[src/rtl/reg_bank_arbiter.sv]
// Round-robin arbiter owning the config register bank and fronting the read-only status bank.
// Each granted access runs IDLE -> ACCESS -> DONE, with ack pulsed for one cycle in DONE.
module reg_bank_arbiter #(
   parameter int                  NUM_REQ       = 2,
   parameter int                  NUM_CFG       = 4,
   parameter int                  NUM_STATUS    = 4,
   parameter int                  REG_WIDTH     = 8,
   parameter int                  ADDR_WIDTH    = 3,
   parameter logic [REG_WIDTH-1:0] CFG_RESET_VAL = {REG_WIDTH{1'b0}}
) (
   input  logic                            clk,
   input  logic                            rstb,
   input  logic                            ena,
   input  logic [NUM_REQ-1:0]              req,
   input  logic [NUM_REQ-1:0]              we,
   input  logic [NUM_REQ*ADDR_WIDTH-1:0]   addr,
   input  logic [NUM_REQ*REG_WIDTH-1:0]    wdata,
   output logic [NUM_REQ-1:0]              ack,
   output logic [REG_WIDTH-1:0]            rdata,
   output logic                            err,
   output logic                            busy,
   output logic [NUM_CFG*REG_WIDTH-1:0]    config_regs,
   input  logic [NUM_STATUS*REG_WIDTH-1:0] status_regs
);

   localparam int IDXW = (NUM_REQ > 1) ? $clog2(NUM_REQ) : 1;
   localparam logic [ADDR_WIDTH:0] CFG_LIM = (ADDR_WIDTH+1)'(NUM_CFG);
   localparam logic [ADDR_WIDTH:0] STS_LIM = (ADDR_WIDTH+1)'(NUM_CFG + NUM_STATUS);

   typedef enum logic [1:0] {
      ST_IDLE   = 2'd0,
      ST_ACCESS = 2'd1,
      ST_DONE   = 2'd2
   } state_e;

   state_e                  state_q, state_d;
   logic [IDXW-1:0]         last_q, last_d;
   logic [IDXW-1:0]         gnt_q, gnt_d;
   logic                    we_q, we_d;
   logic [ADDR_WIDTH-1:0]   addr_q, addr_d;
   logic [REG_WIDTH-1:0]    wdata_q, wdata_d;
   logic [REG_WIDTH-1:0]    cfg_q [NUM_CFG];
   logic [REG_WIDTH-1:0]    cfg_d [NUM_CFG];
   logic [NUM_REQ-1:0]      ack_q, ack_d;
   logic [REG_WIDTH-1:0]    rdata_q, rdata_d;
   logic                    err_q, err_d;
   logic                    busy_q, busy_d;

   logic                    hi_found_s, lo_found_s;
   logic [IDXW-1:0]         hi_idx_s, lo_idx_s, pick_s;
   logic [ADDR_WIDTH:0]     addr_ext_s;
   logic [REG_WIDTH-1:0]    cfg_rd_s, sts_rd_s;

   // Round-robin pick: first request above the last grant, else the lowest one at or below it.
   always_comb begin
      hi_found_s = 1'b0;
      lo_found_s = 1'b0;
      hi_idx_s   = {IDXW{1'b0}};
      lo_idx_s   = {IDXW{1'b0}};
      for (int j = 0; j < NUM_REQ; j++) begin
         if (req[j] && (j > int'(last_q)) && !hi_found_s) begin
            hi_found_s = 1'b1;
            hi_idx_s   = IDXW'(j);
         end else if (req[j] && (j <= int'(last_q)) && !lo_found_s) begin
            lo_found_s = 1'b1;
            lo_idx_s   = IDXW'(j);
         end else begin
            hi_found_s = hi_found_s;
         end
      end
      pick_s = hi_found_s ? hi_idx_s : lo_idx_s;
   end

   // Read-side muxes for the latched address; status is sampled live during ACCESS.
   always_comb begin
      addr_ext_s = {1'b0, addr_q};
      cfg_rd_s   = {REG_WIDTH{1'b0}};
      sts_rd_s   = {REG_WIDTH{1'b0}};
      for (int k = 0; k < NUM_CFG; k++) begin
         cfg_rd_s = (addr_q == ADDR_WIDTH'(k)) ? cfg_q[k] : cfg_rd_s;
      end
      for (int k = 0; k < NUM_STATUS; k++) begin
         sts_rd_s = (addr_ext_s == (ADDR_WIDTH+1)'(NUM_CFG + k))
                    ? status_regs[k*REG_WIDTH +: REG_WIDTH] : sts_rd_s;
      end
   end

   // Transaction FSM next-state and datapath.
   always_comb begin
      state_d = state_q;
      last_d  = last_q;
      gnt_d   = gnt_q;
      we_d    = we_q;
      addr_d  = addr_q;
      wdata_d = wdata_q;
      cfg_d   = cfg_q;
      ack_d   = ack_q;
      rdata_d = rdata_q;
      err_d   = err_q;

      case (state_q)
         ST_IDLE: begin
            ack_d = {NUM_REQ{1'b0}};
            if (hi_found_s || lo_found_s) begin
               gnt_d  = pick_s;
               last_d = pick_s;
               for (int j = 0; j < NUM_REQ; j++) begin
                  we_d    = (pick_s == IDXW'(j)) ? we[j] : we_d;
                  addr_d  = (pick_s == IDXW'(j)) ? addr[j*ADDR_WIDTH +: ADDR_WIDTH] : addr_d;
                  wdata_d = (pick_s == IDXW'(j)) ? wdata[j*REG_WIDTH +: REG_WIDTH] : wdata_d;
               end
               state_d = ST_ACCESS;
            end else begin
               state_d = ST_IDLE;
            end
         end
         ST_ACCESS: begin
            if (we_q) begin
               rdata_d = {REG_WIDTH{1'b0}};
               if (addr_ext_s < CFG_LIM) begin
                  err_d = 1'b0;
                  for (int k = 0; k < NUM_CFG; k++) begin
                     cfg_d[k] = (addr_q == ADDR_WIDTH'(k)) ? wdata_q : cfg_q[k];
                  end
               end else begin
                  err_d = 1'b1;
               end
            end else if (addr_ext_s < CFG_LIM) begin
               rdata_d = cfg_rd_s;
               err_d   = 1'b0;
            end else if (addr_ext_s < STS_LIM) begin
               rdata_d = sts_rd_s;
               err_d   = 1'b0;
            end else begin
               rdata_d = {REG_WIDTH{1'b0}};
               err_d   = 1'b1;
            end
            for (int j = 0; j < NUM_REQ; j++) begin
               ack_d[j] = (gnt_q == IDXW'(j));
            end
            state_d = ST_DONE;
         end
         ST_DONE: begin
            ack_d   = {NUM_REQ{1'b0}};
            state_d = ST_IDLE;
         end
         default: begin
            ack_d   = {NUM_REQ{1'b0}};
            state_d = ST_IDLE;
         end
      endcase

      busy_d = (state_d != ST_IDLE);
   end

   // State and output registers; ena low freezes everything, stretching the transaction.
   always_ff @(posedge clk or negedge rstb) begin
      if (!rstb) begin
         state_q <= ST_IDLE;
         last_q  <= IDXW'(NUM_REQ - 1);
         gnt_q   <= {IDXW{1'b0}};
         we_q    <= 1'b0;
         addr_q  <= {ADDR_WIDTH{1'b0}};
         wdata_q <= {REG_WIDTH{1'b0}};
         for (int k = 0; k < NUM_CFG; k++) begin
            cfg_q[k] <= CFG_RESET_VAL;
         end
         ack_q   <= {NUM_REQ{1'b0}};
         rdata_q <= {REG_WIDTH{1'b0}};
         err_q   <= 1'b0;
         busy_q  <= 1'b0;
      end else if (ena) begin
         state_q <= state_d;
         last_q  <= last_d;
         gnt_q   <= gnt_d;
         we_q    <= we_d;
         addr_q  <= addr_d;
         wdata_q <= wdata_d;
         cfg_q   <= cfg_d;
         ack_q   <= ack_d;
         rdata_q <= rdata_d;
         err_q   <= err_d;
         busy_q  <= busy_d;
      end
   end

   for (genvar k = 0; k < NUM_CFG; k++) begin : g_cfg_out
      assign config_regs[k*REG_WIDTH +: REG_WIDTH] = cfg_q[k];
   end

   assign ack   = ack_q;
   assign rdata = rdata_q;
   assign err   = err_q;
   assign busy  = busy_q;

endmodule
[config.mk]
export PLATFORM = sky130hd
export DESIGN_NAME = reg_bank_arbiter
export DESIGN_NICKNAME = d
export VERILOG_FILES = /design/src/rtl/reg_bank_arbiter.sv
export SDC_FILE = /design/constraint.sdc
export NUM_CORES = 1
export LEC_CHECK = 0
export ABC_AREA = 1
export ABC_CLOCK_PERIOD_IN_PS = 2900
export CORE_MARGIN = 4
export CORE_UTILIZATION = 30
export DETAILED_ROUTE_END_ITERATION = 8
export GPL_TIMING_DRIVEN = 1
export PLACE_DENSITY = 0.57
export SLEW_MARGIN = 25
export SYNTH_ARGS = -nofsm -noshare
export SYNTH_HDL_FRONTEND = slang
export SYNTH_SLANG_ARGS = --single-unit
[constraint.sdc]
create_clock -name clk -period 2.9 [get_ports clk]
set_input_delay 0.435 -clock clk [delete_from_list [all_inputs] [get_ports clk]]
set_output_delay 0.435 -clock clk [all_outputs]
set_load 0.05 [all_outputs]
==> impl_metrics.yaml, run 1 <==
pwr:
  p_per_area_nw_per_um2: 1150
  irDropWorstVdd_mv: 0.510
  cellLeakagePower_nw: 2.12
  finalPower_mw: 5.15
route:
  via_count: 3082
  ant_nets: 0
  drt-total-wl_mm: 10.0
  drc_errors: 0
  initialDrtViolationCount: 178
  dr.pass1.iters: 4
  vias_per_cell: 4.65
  wl_per_cell_um: 15.1
global_route:
  first_global_vias: 3124
  grt-ovfl-total: 0
  track_usage_pct: 16.1
  grt_pass1_wl_mm: 16.2
  use_met2_pct: 25.3
  grt_max_degree: 29
  antenna_found_initial: 0
  use_met1_pct: 21.9
  grt-busiest-layer: "met2"
  grt_use_met3_pct: 4.02
placement:
  place_inst: 647
  placed_cell_area_um2: 4330
  post-place-ws_ns: 0.668
  dp_hpwl_mm: 7.66
  globalplace.congestion: 0.851
  port_buffers: 104
floorplan:
  core_area_um2: 10400
  ios: 105
  die_h_um: 112
  start_util_pct: 31.0
  row_count: 37
  die_area_um2: 12500
  dieWidth_um: 112
job:
  drv_cap: 0
setup_path:
  reg2regPathDepth: 5
  arrival_ns: 2.22
  worstSetupEndpointType: "register"
  r2r_setup_slack_ns: 0.88
  crit_path_max_fanout: 20
  r2r-start: "addr_q[0]"
  start_kind: "register"
  cp.required_ns: 3.11
  crit_type: "reg -> reg"
  reg2reg_to: "config_regs[27]"
  critPathLaunch: "addr_q[0]"
timing:
  setup_ws_ns: 0.881
  slew_headroom_pct: 40.3
  fin_worst_skew_ns: 0.0115
  report.final.slew_viol_count: 0
  max_freq_mhz: 495
  hold_violations: 0
  worst_pin_slew_ns: 0.895
  rsz0062_at_grt: "false"
  holdWs_ns: 0.0303
  setup-violations-final: 0
  fin_crit_sh_pct: 69.6
  fin_tns_setup_ns: 0
  period_minus_slack_ns: 2.02
yosys:
  ys_seq_area_share_pct: 46.5
  syn_area_um2: 3230
  synth_warnings: 0
  ys_ff_latch: 60
  synth_area_per_cell_um2: 7.62
  synthesis.nets: 485
  synth_cell_types: 26
  synth_cells: 424
hold_path:
  min_path_type: "in -> async"
clocking:
  ctsHoldBuffers: 0
  clk_latency_ns: 0.34
  clkTransAtPathRegs_ns: 0.07
  htree_levels: 3
  cts_tree: "built"
  post_cts_resized: 0
  post_cts_buffers: 0
  clockBufferDepth: 2
  cts_buffers: 9
  numClockSinks: 60
  clockRootBuffer: "clkbuf_8"
cells_and_area:
  synthToLayoutAreaGrowth_pct: 39.1
  fillers: 1040
  fin_cells: 663
  diodes: 0
  post_route_cells_drive_above_1_share_pct: 8.35
  postLayoutCoreUtil_pct: 43.1
  postLayoutCellArea_um2: 4490
  fin_nets: 583
run_status:
  status: "finished clean"
-- registers in the layout, summed over array words and instances, names as in the netlist --
register	count
addr_q	3
busy	1
we_q	1
gnt_q	1
ack	2
last_q	1
rdata	8
err	1
config_regs	32
wdata_q	8
state_q	2
-- worst max path at each step --
stage / end / slack [ns]
3_5_place_dp: wdata_q[5] / 0.67
4_1_cts: config_regs[27] / 0.87
3_3_place_gp: addr_q[0] / 0.71
5_1_grt: config_regs[31] / 0.67
2_1_floorplan: config_regs[15] / 1.56
6_report: config_regs[27] / 0.88
-- cell type report --
cell class                      instances  area, um2  share of cell area [%]
Sequential cell                        60       1500                    33.4
Multi-Input combinational cell        295       1410                    31.4
Timing Repair Buffer                  107       1060                    23.6
Inverter                               49        189                    4.20
Tap cell                              136        170                    3.79
Clock buffer                           13        149                    3.31
Clock inverter                          3       15.0                   0.334
-- per-layer routing --
metal,part of all wire [%],vias to the layer above,wire length [um]
li1,-,1567,-
met1,47,1401,4670
met2,45,105,4500
met3,7.4,9,745
met4,1.0,0,100
met5,0,-,0
-- kinds of logic (layout without fill, tap and decap cells) --
| group | count (synthesis) | in the layout | synth area share (%) |
|---|---|---|---|
| compound gates | 63 | 63 | 10.0 |
| buf+inv | 69 | 172 | 9.84 |
| flops | 60 | 60 | 46.5 |
| simple gates | 232 | 232 | 33.6 |
-- power by group --
part	internal [mW]	switching [mW]
sequential	1.21	0.399
clock	0.330	0.308
combinational	0.923	1.99
-- worst max-delay path, cell delays in order (launching register included) --
cell,delay (ns)
dfrtp_1,0.92
nand2_1,0.20
inv_2,0.25
nand3_2,0.28
nor2_1,0.17
a21oi_1,0.06
-- layout by cell type (no fill, tap or decap), types with 2 or more instances in the layout --
cell and instances:
o21ai_1 12, clkbuf_1 3, a21oi_1 14, nor2_4 4, inv_2 7, clkbuf_8 10
nor2_2 2, clkinv_2 3, nor2_8 2, buf_4 3, nor2_1 30, or2_0 2
dfrtp_1 59, a21oi_2 2, nand4_1 16, inv_1 40, nand2_2 3, o21ai_0 35
nand3_2 2, nand2_1 127, clkdlybuf4s50_1 103, inv_4 2, nand3_1 42
-- cell usage after synthesis --
library cell,count,area share (%)
a21oi_1,14,2.2
a21oi_2,2,0.54
buf_2,7,1.1
buf_4,3,0.70
buf_6,3,1.0
buf_8,1,0.46
clkbuf_1,6,0.70
dfrtp_1,59,46
dfstp_2,1,0.81
inv_1,40,4.6
inv_2,7,0.81
inv_4,2,0.39
nand2_1,127,15
nand2_2,3,0.58
nand3_1,42,6.5
nand3_2,2,0.62
nand4_1,16,3.1
nor2_1,30,3.5
nor2_2,2,0.39
nor2_4,4,1.4
nor2_8,2,1.2
nor3_4,1,0.50
nor4_4,1,0.66
o21ai_0,35,5.4
o21ai_1,12,1.9
or2_0,2,0.39
Power figures use the tool's default switching activity.
==> inputs of run 2 (changes only) <==
--- a/config.mk
+++ b/config.mk
@@ -6,7 +6,7 @@
 export NUM_CORES = 1
 export LEC_CHECK = 0
 export ABC_AREA = 1
-export ABC_CLOCK_PERIOD_IN_PS = 2900
+export ABC_CLOCK_PERIOD_IN_PS = 2100
 export CORE_MARGIN = 4
 export CORE_UTILIZATION = 30
 export DETAILED_ROUTE_END_ITERATION = 8
==> constraint.sdc (replaced) <==
create_clock -name clk -period 2.1 [get_ports clk]
set_input_delay 0.315 -clock clk [delete_from_list [all_inputs] [get_ports clk]]
set_output_delay 0.315 -clock clk [all_outputs]
set_load 0.05 [all_outputs]
==> impl_metrics.yaml, run 2 (same netlist as run 1, synthesis figures left out) <==
clocking:
  post_cts_resized: 0
  clkTransAtPathRegs_ns: 0.07
  numClockSinks: 60
  htree_levels: 3
  clk_latency_ns: 0.34
  clockRootBuffer: "clkbuf_8"
  ctsHoldBuffers: 1
  post_cts_buffers: 0
  cts_buffers: 9
  clockBufferDepth: 2
  cts_tree: "built"
route:
  wl_per_cell_um: 15.1
  ant_nets: 0
  vias_per_cell: 4.66
  via_count: 3121
  drc_errors: 0
  dr.pass1.iters: 4
  drt-total-wl_mm: 10.1
  initialDrtViolationCount: 216
pwr:
  p_int_mw: 3.78
  combPwrFrac_pct: 54.3
  clock_power_share_pct: 16.4
  finalPower_mw: 7.54
  irDropWorstVdd_mv: 0.638
  cellLeakagePower_nw: 2.19
  p_seq_share_pct: 29.3
  p_per_area_nw_per_um2: 1630
  switching_share_pct: 49.9
  p_switching_mw: 3.76
cells_and_area:
  fillers: 1047
  postLayoutCellArea_um2: 4630
  synthToLayoutAreaGrowth_pct: 43.3
  largest_reg_flops: 32
  diodes: 0
  fin_cells: 670
  fin_nets: 590
  post_route_cells_drive_above_1_share_pct: 9.55
  final_common_cell: "nand2_1"
  multiInputGateArea_um2: 1410
  regArea_um2: 1500
  final_cell_mix: "nand2_1 (127), clkdlybuf4s50_1 (103), dfrtp_1 (59)"
placement:
  placed_cell_area_um2: 4390
  dp_hpwl_mm: 7.73
  post-place-ws_ns: 0.281
  port_buffers: 104
  globalplace.congestion: 0.843
  place_inst: 653
hold_path:
  min_path_type: "reg -> reg"
global_route:
  antenna_found_initial: 0
  first_global_vias: 3120
  grt-ovfl-total: 0
  grt_pass1_wl_mm: 16.2
  track_usage_pct: 16.4
  grt_max_degree: 39
setup_path:
  arrival_ns: 1.58
  crit_path_max_fanout: 3
  critPathTopFamily: "buffers and inverters"
  crit_type: "reg -> out"
  critPathSlowestCell: "clkdlybuf4s50_1"
  crit_buf_inv: 1
  slowest_delay_ns: 0.86
  worstSetupEndpointType: "output pin"
  cp.required_ns: 1.78
  path_cells: "clkdlybuf4s50_1"
  start_kind: "register"
timing:
  slew_headroom_pct: 58.1
  report.final.slew_viol_count: 0
  period_minus_slack_ns: 1.90
  fin_tns_setup_ns: 0
  setup-violations-final: 0
  worst_pin_slew_ns: 0.628
  fin_crit_sh_pct: 90.4
  setup_ws_ns: 0.202
  rsz0062_at_grt: "false"
  max_freq_mhz: 527
  fin_worst_skew_ns: 0.00879
  hold_violations: 0
floorplan:
  die_h_um: 112
  row_count: 37
  die_area_um2: 12500
  core_area_um2: 10400
  start_util_pct: 31.0
  ios: 105
  dieWidth_um: 112
run_status:
  status: "finished clean"
job:
  drv_cap: 0
-- run 2: per-stage QoR --
stage	hold slack, ns	utilization [%]
2_1_floorplan	0.0194	-
3_3_place_gp	0.330	42.1
3_5_place_dp	0.342	42.1
4_1_cts	0.486	44.4
5_1_grt	0.521	44.4
6_report	0.484	44.4
-- run 2: tightest hold or removal path: cells and delay by family, from the launching register on --
kind / cells / cell delay (ns)
flops: 1 / 0.38
simple gates: 2 / 0.10
-- run 2: worst paths after layout --
check                                 from              end  slack, ns  depth (start not counted)
min reg2reg                         last_q           last_q       0.48                          2
min                                 last_q           last_q       0.48                          2
min in group asynchronous             rstb           ack[0]       0.49                          2
max                        config_regs[24]  config_regs[24]       0.20                          1
max in group asynchronous             rstb  config_regs[14]       1.00                          3
max reg2reg                      addr_q[0]  config_regs[27]       0.27                          5
-- run 2: cell type report --
type	instances	share of cell area, %
Sequential cell	60	32.5
Timing Repair Buffer	114	24.3
Clock inverter	5	2.16
Inverter	49	4.08
Clock buffer	11	2.84
Tap cell	136	3.68
Multi-Input combinational cell	295	30.4
-- run 2: per-layer routing --
layer / track usage [%] / part of all wire (%) / vias to the layer above / routed length [um]
met2: 25.4 / 45 / 103 / 4510
met4: 6.24 / 1.8 / 0 / 180
li1: - / - / 1573 / -
met5: 0 / 0 / - / 0
met1: 22.0 / 46 / 1431 / 4690
met3: 4.08 / 7.1 / 14 / 717
-- run 2: power groups by stage --
stage | clock network (mW) | registers, mW | logic [mW]
after floorplan | 0 | 3.25 | 1.63
after global placement | 0 | 2.22 | 4.11
after detailed placement | 0 | 2.23 | 4.13
after CTS | 1.26 | 2.22 | 4.15
after global routing | 1.31 | 2.30 | 4.45
final | 1.24 | 2.21 | 4.10
